--- src/rtl/traffic_light_seq.sv ---
// traffic_light_seq: UK lamp sequencer RED -> RED+AMBER -> GREEN -> AMBER with per-phase timers.
// Optional pedestrian request (shortens GREEN, drives walk) when TRAFFIC_PED_REQ_EN is defined.
module traffic_light_seq #(
  parameter int RED_CYC       = 8,
  parameter int REDAMB_CYC    = 2,
  parameter int GREEN_CYC     = 10,
  parameter int AMBER_CYC     = 3,
  parameter int GREEN_MIN_CYC = 4,
  parameter int CNT_W         = 8
) (
  input  logic       clk,
  input  logic       rst,
  input  logic       enable,
`ifdef TRAFFIC_PED_REQ_EN
  input  logic       ped_req,
  output logic       walk,
`endif
  output logic       red,
  output logic       amber,
  output logic       green,
  output logic [1:0] phase
);
  typedef enum logic [1:0] {S_RED, S_REDAMB, S_GREEN, S_AMBER} state_t;
  state_t           r_state;
  logic [CNT_W-1:0] r_timer;
  logic             r_red, r_amber, r_green;
  state_t           w_next;
  logic [CNT_W-1:0] w_load, w_elapsed;
  logic             w_pend, w_adv;
  always_comb begin
    w_next    = state_t'(r_state + 2'd1);
    w_load    = w_next == S_RED    ? CNT_W'(RED_CYC - 1) :
                w_next == S_REDAMB ? CNT_W'(REDAMB_CYC - 1) :
                w_next == S_GREEN  ? CNT_W'(GREEN_CYC - 1) : CNT_W'(AMBER_CYC - 1);
    w_elapsed = CNT_W'(GREEN_CYC - 1) - r_timer;
    // GREEN may end early once a pending request has seen the minimum green time
    w_adv     = r_timer == '0 ||
                (r_state == S_GREEN && w_pend && w_elapsed >= CNT_W'(GREEN_MIN_CYC - 1));
  end
  always_ff @(posedge clk or posedge rst) begin
    if (rst) begin
      r_state <= S_RED;
      r_timer <= CNT_W'(RED_CYC - 1);
      r_red   <= 1'b1;
      r_amber <= 1'b0;
      r_green <= 1'b0;
    end else if (enable) begin
      if (w_adv) begin
        r_state <= w_next;
        r_timer <= w_load;
        r_red   <= w_next == S_RED || w_next == S_REDAMB;
        r_amber <= w_next == S_REDAMB || w_next == S_AMBER;
        r_green <= w_next == S_GREEN;
      end else begin
        r_timer <= r_timer - 1'b1;
      end
    end
  end
`ifdef TRAFFIC_PED_REQ_EN
  logic r_pend, r_walk;
  assign w_pend = r_pend;
  assign walk   = r_walk;
  always_ff @(posedge clk or posedge rst) begin
    if (rst) begin
      r_pend <= 1'b0;
      r_walk <= 1'b0;
    end else begin
      r_pend <= ped_req || (r_pend && !(enable && w_adv && w_next == S_RED));
      if (enable && w_adv)
        r_walk <= w_next == S_RED && r_pend;
    end
  end
`else
  assign w_pend = 1'b0;
`endif
  assign phase = r_state;
  assign red   = r_red;
  assign amber = r_amber;
  assign green = r_green;
endmodule

--- config.mk ---
export PLATFORM = sky130hd
export DESIGN_NAME = traffic_light_seq
export DESIGN_NICKNAME = d
export VERILOG_FILES = /design/src/rtl/traffic_light_seq.sv
export SDC_FILE = /design/constraint.sdc
export NUM_CORES = 1
export LEC_CHECK = 0
export BUFFER_PORTS_ARGS = -buffer_cell sky130_fd_sc_hd__buf_2
export CAP_MARGIN = 25
export CORE_AREA = 5 5 42 44
export CTS_BUF_LIST = sky130_fd_sc_hd__clkbuf_4 sky130_fd_sc_hd__clkbuf_8
export DETAILED_ROUTE_END_ITERATION = 8
export DIE_AREA = 0 0 47 49
export GPL_ROUTABILITY_DRIVEN = 1
export PLACE_DENSITY_LB_ADDON = 0.1
export REMOVE_ABC_BUFFERS = 1
export SKIP_CTS_REPAIR_TIMING = 1
export SLEW_MARGIN = 10
export SYNTH_ARGS = -nofsm -noshare
export SYNTH_HDL_FRONTEND = slang
export SYNTH_SLANG_ARGS = --single-unit
--- constraint.sdc ---
create_clock -name clk -period 3.6 [get_ports clk]
set_input_delay 0.36 -clock clk [delete_from_list [all_inputs] [get_ports clk]]
set_output_delay 0.36 -clock clk [all_outputs]
set_load 0.05 [all_outputs]
==> flow_summary.toml <==
[status]
status = "finished, final reports clean"

[setup_path]
rrSetupSlack_ps = 1790
r2r-start = "r_timer[0]"
path_class = "reg -> reg"
cp.required_ps = 3810
rr_worst_depth = 5
reg2reg_to = "r_timer[1]"
arrival_ps = 2030
crit_fanout = 5
end_kind = "flip-flop"
cp-start-kind = "flip-flop"

[place]
gp_congestion = 0.771
port-buffer-count = 7
dp_hpwl_um = 937
dp_cells = 92

[clocking]
cts_sinks = 13
cts.reportedPaths.clkPinSlew_ps = 80
clock_path_buffers = 2
clk_latency_ps = 270
cts_buffers = 3
cts.root.buffer_cell = "clkbuf_4"
h-tree-depth = 1
cts_tree = "built"

[sta]
hold_violations = 0
tns_ps = 0
slew_headroom_pct = 53.3
fin_worst_skew_ps = 6.34
min_period_over_period_pct = 50.4
worstMarginPinSlew_ps = 691
period_minus_slack_ps = 1810
setup_violations = 0
grt_setup_unrepaired = "no"
whs_ps = 86.2
max_clock_freq_mhz = 551
finalMaxSlewViolations = 0

[logic_synthesis]
synth_edf_count = 0
synth_cells = 69
synth_largest_area_cell = "dfrtp_1"
yosys_warnings = 0
synth_seq_cells = 13
yosys.area.top_type_share_pct = 30.7
async_flop_share_pct = 100
synth_commonest_cells = "dfrtp_1, inv_1, nand2_1"
ys_types = 26
syn-cell-area_um2 = 733
yosysMostFrequentCell = "dfrtp_1"
synthFlopType = "dfrtp_1"
synth_area_leaders = "dfrtp_1, dfstp_2, ha_1"
syn_avg_cell_area_um2 = 10.6
synth_seq_area_share_pct = 45.1

[final_layout]
area_growth_pct = 11.6
final_nets = 90
layoutNonFillerInstCount = 96
fillers = 133
diodes = 0
drive_gt1_share_pct = 30.0
fin_util_pct = 58.4

[drt]
routed_wl_um = 1220
vias_per_cell = 5.45
wire_per_inst_um = 12.7
firstDrtPassIters = 4
ant_nets = 0
num_vias = 523
drc_errors = 0
drt_iter0_drc = 8

[die]
io_pins = 8
core_um2 = 1400
die_y_um = 49
die_w_um = 47
die_area_um2 = 2300
rows = 14
start_util_pct = 52.3

[run]
cap_violations = 0

[pwr]
p_leak_nw = 0.386
powerDensity_nw_per_um2 = 699
ir_worst_vdd_uv = 337

[worst_hold_path]
hold_path_class = "in -> async"

[global_route]
antenna_found_initial = 0
grt_pass1_wl_um = 2110
track_usage_pct = 12.7
grt_max_degree = 14
grt_pass1_vias = 472
grt_overflow_total = 0
## report_power, final
group	leakage (nW)	internal [mW]	switching, mW
Sequential	0.155	0.208	0.0612
Combinational	0.214	0.0821	0.123
Clock	0.0184	0.0505	0.0469
Total	0.386	0.341	0.231
## worst max path at each step
stage / start / end / slack [ps] / depth (start not counted)
floorplan: phase[0] / r_timer[1] / 1650 / 5
finish: r_timer[0] / r_timer[1] / 1790 / 5
detailed placement: r_timer[0] / r_timer[1] / 1800 / 5
global placement: r_timer[0] / r_timer[1] / 1810 / 5
global route: r_timer[0] / r_timer[1] / 1720 / 5
CTS: r_timer[0] / r_timer[1] / 1780 / 5
## stage by stage
step	total power, mW	setup slack, ps	instance area [um^2]
6_report	0.572	1790	818
4_1_cts	0.576	1780	818
3_5_place_dp	0.478	1800	788
3_3_place_gp	0.476	1810	788
5_1_grt	0.616	1720	818
2_1_floorplan	0.427	1650	733
## kinds of logic after synthesis
family	synth area share (%)
adder cells (fa/ha/maj)	10.2
XOR/XNOR	3.58
multiplexers	8.87
AO/OA/AOI/OAI	12.3
buffers and inverters	4.10
AND/OR/NAND/NOR	15.9
flip-flops	45.1
## flip-flops by register name, summed over array words and instances, names as in the netlist
signal / count
amber: 1
green: 1
phase: 2
r_timer: 8
red: 1
## placed cells by master (no fill, tap or decap), types with 3 or more instances in the layout
master	Yosys	layout
a21oi_1	3	3
buf_2	0	7
clkbuf_4	0	4
dfrtp_1	9	9
dfstp_2	4	4
ha_1	6	6
inv_1	8	8
mux2_2	4	4
nand2_1	7	7
nor2_1	3	3
o21ai_0	5	5
## layer usage
layer | wire length, um | share of wire, % | GRT usage [%] | vias up
met5 | 0 | 0 | 0 | -
met1 | 603 | 50 | 17.5 | 242
met3 | 66 | 5.4 | 4.43 | 2
met2 | 534 | 44 | 17.0 | 12
li1 | - | - | - | 267
met4 | 13 | 1.1 | 6.91 | 0
## area by class of cell
cell class / instances / area [um^2] / share of cell area, %
clock buffer: 4 / 30.0 / 3.67
inverter: 8 / 30.0 / 3.67
multi-input combinational: 48 / 373 / 45.6
sequential: 13 / 330 / 40.4
tap: 16 / 20.0 / 2.45
timing repair buffer: 7 / 35.0 / 4.28
## worst max-delay path: stages (launching register included)
cell and delay (ps):
dfstp_2 370, inv_1 80, ha_1 210, or3b_2 510, or3_1 360, a31o_1 220
No activity file was read; power rests on OpenSTA's default activity.
